===== config.mk =====
export PLATFORM = sky130hd
export DESIGN_NAME = msk_sbox_layer_sequencer
export DESIGN_NICKNAME = d
export VERILOG_FILES = /design/src/rtl/msk_sbox_layer_sequencer.sv
export SDC_FILE = /design/constraint.sdc
export NUM_CORES = 1
export LEC_CHECK = 0
export CAP_MARGIN = 30
export CORE_AREA = 3 3 402 404
export CTS_CLUSTER_SIZE = 25
export DETAILED_ROUTE_END_ITERATION = 10
export DIE_AREA = 0 0 405 407
export PLACE_DENSITY_LB_ADDON = 0.08
export SLEW_MARGIN = 20
export SYNTH_ARGS = -nofsm -noshare
export SYNTH_HDL_FRONTEND = slang
export SYNTH_SLANG_ARGS = --single-unit

===== constraint.sdc =====
create_clock -name clk -period 2.3 [get_ports clk]
set_input_delay 0.23 -clock clk [delete_from_list [all_inputs] [get_ports clk]]
set_output_delay 0.23 -clock clk [all_outputs]
set_load 0.02 [all_outputs]

===== src/rtl/msk_sbox_layer_sequencer.sv =====
// Feeds a buffered masked state to the dual S-box unit one bundle per enabled cycle and reassembles the results.
// Build option: define SBOX_SEQ_CLEAR_EN to zero buffer/result after each output handshake and gate sb_cols outside RUN.
module msk_sbox_layer_sequencer #(
  parameter int d      = 2,
  parameter int PDSBOX = 0,
  parameter int Nbits  = 128
) (
  input  logic                           clk,
  input  logic                           rst_n,
  input  logic                           in_valid,
  output logic                           in_ready,
  input  logic                           in_inverse,
  input  logic [d*Nbits-1:0]             state_in,
  output logic                           out_valid,
  input  logic                           out_ready,
  output logic [d*Nbits-1:0]             state_out,
  input  logic                           rnd_valid,
  output logic                           rnd_consume,
  output logic [d*Nbits/(2**PDSBOX)-1:0] sb_cols,
  output logic                           sb_enable,
  output logic                           sb_inverse,
  input  logic [d*Nbits/(2**PDSBOX)-1:0] sb_cols_post
);
  localparam int NB        = 2**PDSBOX;
  localparam int SIZE_BUND = d*Nbits/NB;
  localparam int CW        = $clog2(NB+3);
  localparam logic [CW-1:0] LAST_CNT = CW'(NB+2);

  localparam logic [1:0] IDLE = 2'd0;
  localparam logic [1:0] RUN  = 2'd1;
  localparam logic [1:0] DONE = 2'd2;

  logic [1:0]           state_q, state_d;
  logic [CW-1:0]        cnt_q, cnt_d;
  logic                 inv_q, inv_d;
  logic [d*Nbits-1:0]   buf_q, buf_d;
  logic [d*Nbits-1:0]   res_q, res_d;
  logic [SIZE_BUND-1:0] cols_run;

  // Bundle selected by cnt; the three flush slots past the last bundle present zeros.
  always_comb begin
    cols_run = '0;
    for (int k = 0; k < NB; k++) begin
      if (cnt_q == CW'(k)) cols_run = buf_q[k*SIZE_BUND +: SIZE_BUND];
    end
  end

  always_comb begin
    state_d = state_q;
    cnt_d   = cnt_q;
    inv_d   = inv_q;
    buf_d   = buf_q;
    res_d   = res_q;
    case (state_q)
      IDLE: begin
        if (in_valid) begin
          state_d = RUN;
          cnt_d   = '0;
          inv_d   = in_inverse;
          buf_d   = state_in;
        end
      end
      RUN: begin
        if (rnd_valid) begin
          // The unit's output lags its input by three enabled cycles.
          for (int k = 0; k < NB; k++) begin
            if (cnt_q == CW'(k+3)) res_d[k*SIZE_BUND +: SIZE_BUND] = sb_cols_post;
          end
          if (cnt_q == LAST_CNT) state_d = DONE;
          else                   cnt_d   = cnt_q + 1'b1;
        end
      end
      DONE: begin
        if (out_ready) begin
          state_d = IDLE;
`ifdef SBOX_SEQ_CLEAR_EN
          buf_d = '0;
          res_d = '0;
`endif
        end
      end
      default: state_d = IDLE;
    endcase
  end

  always_ff @(posedge clk or negedge rst_n) begin
    if (!rst_n) begin
      state_q <= IDLE;
      cnt_q   <= '0;
      inv_q   <= 1'b0;
      buf_q   <= '0;
      res_q   <= '0;
    end else begin
      state_q <= state_d;
      cnt_q   <= cnt_d;
      inv_q   <= inv_d;
      buf_q   <= buf_d;
      res_q   <= res_d;
    end
  end

`ifdef SBOX_SEQ_CLEAR_EN
  assign sb_cols = (state_q == RUN) ? cols_run : '0;
`else
  logic [SIZE_BUND-1:0] cols_q, cols_d;

  assign cols_d = (state_q == RUN) ? cols_run : cols_q;

  always_ff @(posedge clk or negedge rst_n) begin
    if (!rst_n) cols_q <= '0;
    else        cols_q <= cols_d;
  end

  assign sb_cols = cols_d;
`endif

  assign in_ready    = (state_q == IDLE);
  assign out_valid   = (state_q == DONE);
  assign sb_enable   = (state_q == RUN) && rnd_valid;
  assign rnd_consume = sb_enable;
  assign sb_inverse  = inv_q;
  assign state_out   = res_q;

endmodule


==> results of run 1 <==
## routing by layer
metal,global-route usage [%],wire (µm)
met1,15.5,45500
met2,24.9,62000
met3,6.78,12600
met4,5.00,3370
met5,0,391
## sequential cells by signal (all words and copies together), names as in the netlist
signal      flops
buf_q         256
cols_q        256
state_out     256
cnt_q           2
state_q         2
sb_inverse      1
## Yosys cell counts
master      n  area share [%]
buf_6      12            0.46
nor4bb_1    1           0.034
o21ai_1    29            0.50
nand4b_1    1           0.030
nor3b_4     1           0.064
buf_4      49             1.3
nand2b_1    2           0.043
nand2_1   512             6.6
dfrtp_1   773              66
buf_8       1           0.051
clkbuf_1   53            0.68
mux2_2    514              20
inv_1       4           0.051
ha_1        2           0.085
a22o_1      1           0.030
buf_2      28            0.48
nor2_1      4           0.051
a311oi_1    1           0.030
o21ai_0   228             3.9
## final cells by class
cell class | instances | area, µm²
inverters | 4 | 15.0
well taps | 2072 | 2590
clock inverters | 18 | 234
fillers | 16070 | 110000
flip-flops and latches | 773 | 19300
repair buffers | 1226 | 13000
multi-input cells | 1296 | 9780
diodes | 25 | 62.6
clock buffers | 161 | 3070
## how the worst max path moves through the flow
| stage | end | depth (start not counted) | startpoint | slack [ns] |
|---|---|---|---|---|
| 2_1_floorplan | sb_cols[216] | 6 | cnt_q[0]$_DFFE_PN0P_ | 0.30 |
| 3_3_place_gp | sb_cols[72] | 7 | cnt_q[0]$_DFFE_PN0P_ | -0.24 |
| 3_5_place_dp | sb_cols[72] | 7 | cnt_q[0]$_DFFE_PN0P_ | -0.14 |
| 4_1_cts | sb_cols[28] | 8 | cnt_q[0]$_DFFE_PN0P_ | -0.45 |
| 5_1_grt | sb_cols[115] | 9 | cnt_q[0]$_DFFE_PN0P_ | -0.42 |
| 6_report | sb_cols[222] | 8 | cnt_q[0]$_DFFE_PN0P_ | -0.27 |
## power by group
group	total, mW	internal [mW]	switching, mW
logic	38.5	18.6	19.9
registers	22.5	19.6	2.84
clock network	15.6	9.33	6.31
total	76.6	47.5	29.0
## kinds of logic (layout without fill, tap and decap cells)
family | Yosys count | after routing
DFF | 773 | 773
and+or+nand+nor | 521 | 521
muxes | 514 | 514
AOI/OAI and AO/OA | 259 | 259
buffers and inverters | 147 | 1409
adders and majority gates | 2 | 2
other | 0 | 25
## stage by stage
step	area (µm²)	utilization, %	cells	setup WS (ns)	total power, mW
floorplan	29300	-	2216	0.301	38.9
global placement	43300	27.4	5316	-0.240	58.1
detailed placement	43300	27.4	5316	-0.145	58.5
CTS	47000	29.7	5512	-0.445	75.7
global route	48100	30.4	5561	-0.422	81.3
finish	48100	30.4	5575	-0.269	76.6
## what timing repair did
action / CTS / global route
resized for setup: 774 / 541
pin swaps: 3 / 15
hold buffers: 1 / 0
setup endpoints to repair: 260 / 310
buffers inserted: 13 / 30
hold endpoints to repair: 448 / 0
gates cloned: 3 / 9
==> metrics.cfg, run 1 <==
[sta]
drv_slew=0
rsz0062_at_grt=yes
skew_ns=0.0244
hold-worst-slack_ns=0.148
fin_crit_sh_pct=112
setup_tns_ns=-23.99
max_clock_freq_mhz=389
worstMarginPinSlew_ns=0.484
setup_violations=227
final_hold_viol_count=0
worst_slack_ns=-0.269
relSlewSlack_pct=67.3
min_period_ns=2.57

[clock_tree]
cts-buffers-inserted=100
htreeDepth=3
clk_pin_slew_ns=0.06
insertion_delay_ns=0.69
cts-root-buf=clkbuf_16
clk_path_buf_depth=3
cts_sinks=773
cts_tree=done

[synth]
synth_seq_area_share_pct=66.0
syn_nets=2736
synthAdderAreaFrac_pct=0.0853
synth_xor_area_share_pct=0
ys_seq_elements=773
muxShareOfSynthArea_pct=19.7
synth_top_family_by_area=multiplexers
syn_area_per_cell_um2=13.2
ys_warn_count=0
synth.distinct_cells=19
synthCells=2216
syn_area_um2=29300
synth-compound-area-share_pct=4.45
synth-simple-area-share_pct=6.78

[run]
maxCapViolCount=0

[route]
num_vias=21606
dr.pass1.iters=4
finalWirelength_um=124000
drc_errors=0
routed_via_density=3.88
wire_per_inst_um=22.2
drtIter0Drc=795
antenna_left=0

[critical_path]
path_buf_inv=5
r2r_start=cnt_q[0]$_DFFE_PN0P_
rrSetupSlack_ns=0.10
crit_slowest_cell=dfrtp_1
r2r_end=state_out[100]$_DFFE_PN0P_
startpoint_type=register
cp_top_family=buffers and inverters
end_kind=primary output
cpMostUsedCell=buf_12
reg2regPathDepth=7
worst_ep_required_time_ns=2.07
crit_chain=inv_2 -> ha_4 -> buf_12 -> buf_12 -> buf_12 -> nand2_1 -> o21ai_0 -> clkdlybuf4s15_1
path_class=register to primary output
critPathMaxFanout=15
arrival_ns=2.34
critical_path.max_stage_delay_ns=0.38

[placement]
place.gp.congestion=0.760
dp_hpwl_um=92600
place.port_buffers=1034

[power_and_ir_drop]
peakVddDrop_mv=0.742
p_per_area_nw_per_um2=1590
p_leak_nw=20.6

[global_route]
grt_pass1_wl_um=172000
antenna_found_initial=64
grt_start_max_net_pins=81
grt_pass1_vias=23179
grt.total_usage_pct=14.4
gr-total-overflow=0

[die]
dieHeight_um=407
rows=146
num_io_pins=1035
initial_utilization_pct=18.5
fp.dieArea_um2=165000
coreArea_um2=158000
die_w_um=405

[layout]
drive_gt1_share_pct=36.6
nNetsFinal=3921
layout_common_cells=clkdlybuf4s50_1 (775), dfrtp_1 (773), mux2_2 (514)
layout_commonest_cell=clkdlybuf4s50_1
area_growth_pct=64.1

[run_status]
violations=setup timing
status=finished with violations

[min_path]
worstHoldStart=state_in[30]
holdPathStages=2
min_path_type=primary input to register
hold_end=buf_q[30]$_DFFE_PN0P_

Note: power is estimated with default switching activity, not from simulation.
==> inputs of run 2 (changes only) <==
--- a/config.mk
+++ b/config.mk
@@ -6,10 +6,11 @@
 export NUM_CORES = 1
 export LEC_CHECK = 0
 export CAP_MARGIN = 30
-export CORE_AREA = 3 3 402 404
+export CORE_AREA = 3 3 397 399
 export CTS_CLUSTER_SIZE = 25
 export DETAILED_ROUTE_END_ITERATION = 10
-export DIE_AREA = 0 0 405 407
+export DIE_AREA = 0 0 400 402
+export GPL_TIMING_DRIVEN = 0
 export PLACE_DENSITY_LB_ADDON = 0.08
 export SLEW_MARGIN = 20
 export SYNTH_ARGS = -nofsm -noshare
==> constraint.sdc (replaced) <==
create_clock -name clk -period 3 [get_ports clk]
set_input_delay 0.3 -clock clk [delete_from_list [all_inputs] [get_ports clk]]
set_output_delay 0.3 -clock clk [all_outputs]
set_load 0.02 [all_outputs]
==> run 2 against run 1 <==
  * The flow now finishes without violations
  * Combinational power is 33% lower
  * Hold slack worse by 0.0055 ns
  * Critical path depth is 2 higher
  * Clock skew is 0.0097 ns higher
  * Core utilization is 0.85 points lower
  * Sequential power is 24% lower
  * Setup slack better by 0.43 ns
  * Critical endpoint is now sb_cols[185]
  * Highest routed layer unchanged
==> metrics.cfg, run 2 (synthesis gave the netlist of run 1 again) <==
[run_status]
status=completed

[power_and_ir_drop]
p_leak_nw=19.7
peakVddDrop_mv=0.485
finalPower_mw=54.8
p_per_area_nw_per_um2=1200

[placement]
place.port_buffers=1034
place.gp.congestion=0.762
dp_hpwl_um=98000
place_area_um2=42500

[critical_path]
path_buf_inv=7
crit_slowest_cell=dfrtp_1
startpoint_type=register
crit_chain=buf_4 -> nand2b_4 -> buf_12 -> buf_16 -> buf_12 -> buf_6 -> buf_4 -> nand2_1 -> o21ai_1 -> clkdlybuf4s15_2
worst_ep_required_time_ns=2.70
arrival_ns=2.54
cp_top_family=buffers and inverters
end_kind=primary output
critPathMaxFanout=10
path_class=register to primary output
critical_path.max_stage_delay_ns=0.35

[sta]
max_clock_freq_mhz=352
skew_ns=0.0340
worstMarginPinSlew_ns=0.744
min_period_ns=2.84
rsz0062_at_grt=yes
drv_slew=0
setup_violations=0
fin_crit_sh_pct=94.8
final_hold_viol_count=0
relSlewSlack_pct=50.4

[die]
rows=144
dieHeight_um=402
die_w_um=400
num_io_pins=1035
fp.dieArea_um2=161000
coreArea_um2=154000
initial_utilization_pct=19.0

[global_route]
grt_start_max_net_pins=122
grt.total_usage_pct=15.4
grt_pass1_wl_um=178000
grt_pass1_vias=22717
gr-total-overflow=0
antenna_found_initial=59

[clock_tree]
cts-buffers-inserted=102
cts-root-buf=clkbuf_16
cts_sinks=773
cts_tree=done
clk_path_buf_depth=3
clk_pin_slew_ns=0.06
insertion_delay_ns=0.70
htreeDepth=3

[route]
wire_per_inst_um=23.0
drc_errors=0
antenna_left=0
routed_via_density=3.86
finalWirelength_um=127000
dr.pass1.iters=4
num_vias=21339
drtIter0Drc=820

[min_path]
min_path_type=primary input to async pin

[run]
maxCapViolCount=0

[layout]
drive_gt1_share_pct=31.7
nNetsFinal=3899
area_growth_pct=55.5
layout_commonest_cell=clkdlybuf4s50_1
layout_common_cells=clkdlybuf4s50_1 (775), dfrtp_1 (772), mux2_2 (514)
final_cell_area_um2=45600

==> run 2: cell types whose count changed in the layout (fill, tap and decap cells not counted), sizes merged, moves of 2 or more <==
cell           delta
clkdlybuf4s15    +19
clkinvlp          +2
clkinv            +4
diode             -6
dlygate4sd2       +8
buf             -112
clkbuf           +63
==> run 2: final timing paths <==
| kind | start | depth (start not counted) | endpoint | slack (ns) |
|---|---|---|---|---|
| max in group asynchronous | rst_n | 5 | cols_q[187]$_DFF_PN0_ | 0.72 |
| min | rst_n | 2 | state_out[143]$_DFFE_PN0P_ | 0.14 |
| min reg2reg | cols_q[86]$_DFF_PN0_ | 2 | cols_q[86]$_DFF_PN0_ | 0.47 |
| min in group clk | out_ready | 2 | state_q[1]$_DFFE_PN0P_ | 0.18 |
| max | state_q[0]$_DFFE_PN0P_ | 10 | sb_cols[185] | 0.16 |
| max reg2reg | cnt_q[0]$_DFFE_PN0P_ | 7 | state_out[133]$_DFFE_PN0P_ | 0.76 |
==> run 2: report_power, final <==
| group | switching, mW | internal [mW] | leakage [nW] | total [mW] |
|---|---|---|---|---|
| logic | 14.7 | 11.1 | 8.50 | 25.8 |
| registers | 1.92 | 15.0 | 9.58 | 17.0 |
| clock network | 4.94 | 7.06 | 1.61 | 12.0 |
| total | 21.6 | 33.2 | 19.7 | 54.8 |
==> run 2: what timing repair did <==
action | in CTS | in global routing
gates resized for setup | 1378 | 270
pin swaps | 0 | 1
endpoints found under the setup margin | 260 | 207
hold buffers | 1 | 0
hold endpoints to repair | 336 | 0
cloned | 2 | 0
setup buffers | 10 | 0
==> run 2: routing by layer <==
metal / GRT usage [%] / part of all wire, % / vias to the layer above
met5: 0 / 0.30 / -
met4: 3.98 / 2.4 / 60
met3: 7.91 / 11 / 221
met2: 27.3 / 51 / 710
met1: 16.0 / 36 / 10464
li1: - / - / 9884
==> run 2: layout make-up <==
type	instances	area [µm²]
diodes	19	47.5
plain buffers	143	1180
clock buffers	165	3060
clock inverters	22	250
fillers	16212	109000
inverters	4	15.0
multi-input cells	1296	9220
flip-flops and latches	773	19300
well taps	2044	2560
repair buffers	1059	9920
==> run 2: stage by stage <==
| step | util (%) | instances | hold slack [ns] | setup WS [ns] | setup TNS (ns) |
|---|---|---|---|---|---|
| after floorplan | - | 2216 | 0.00441 | 0.931 | 0 |
| after global placement | 27.4 | 5294 | 0.471 | -39.19 | - |
| after detailed placement | 27.6 | 5306 | 0.209 | -1.03 | -39.71 |
| after CTS | 29.9 | 5506 | 0.0837 | -0.0903 | -1.12 |
| after global routing | 29.5 | 5514 | 0.0957 | -0.0761 | -0.0848 |
| final | 29.6 | 5525 | 0.142 | 0.156 | 0 |
==> run 2: worst reg2reg max path: cells and delay by family (launching register included) <==
family                     cells  cell delay (ns)
DFF                            1             0.40
buffers and inverters          4             1.02
muxes                          1             0.36
adders and majority gates      1             0.24
and+or+nand+nor                1             0.12
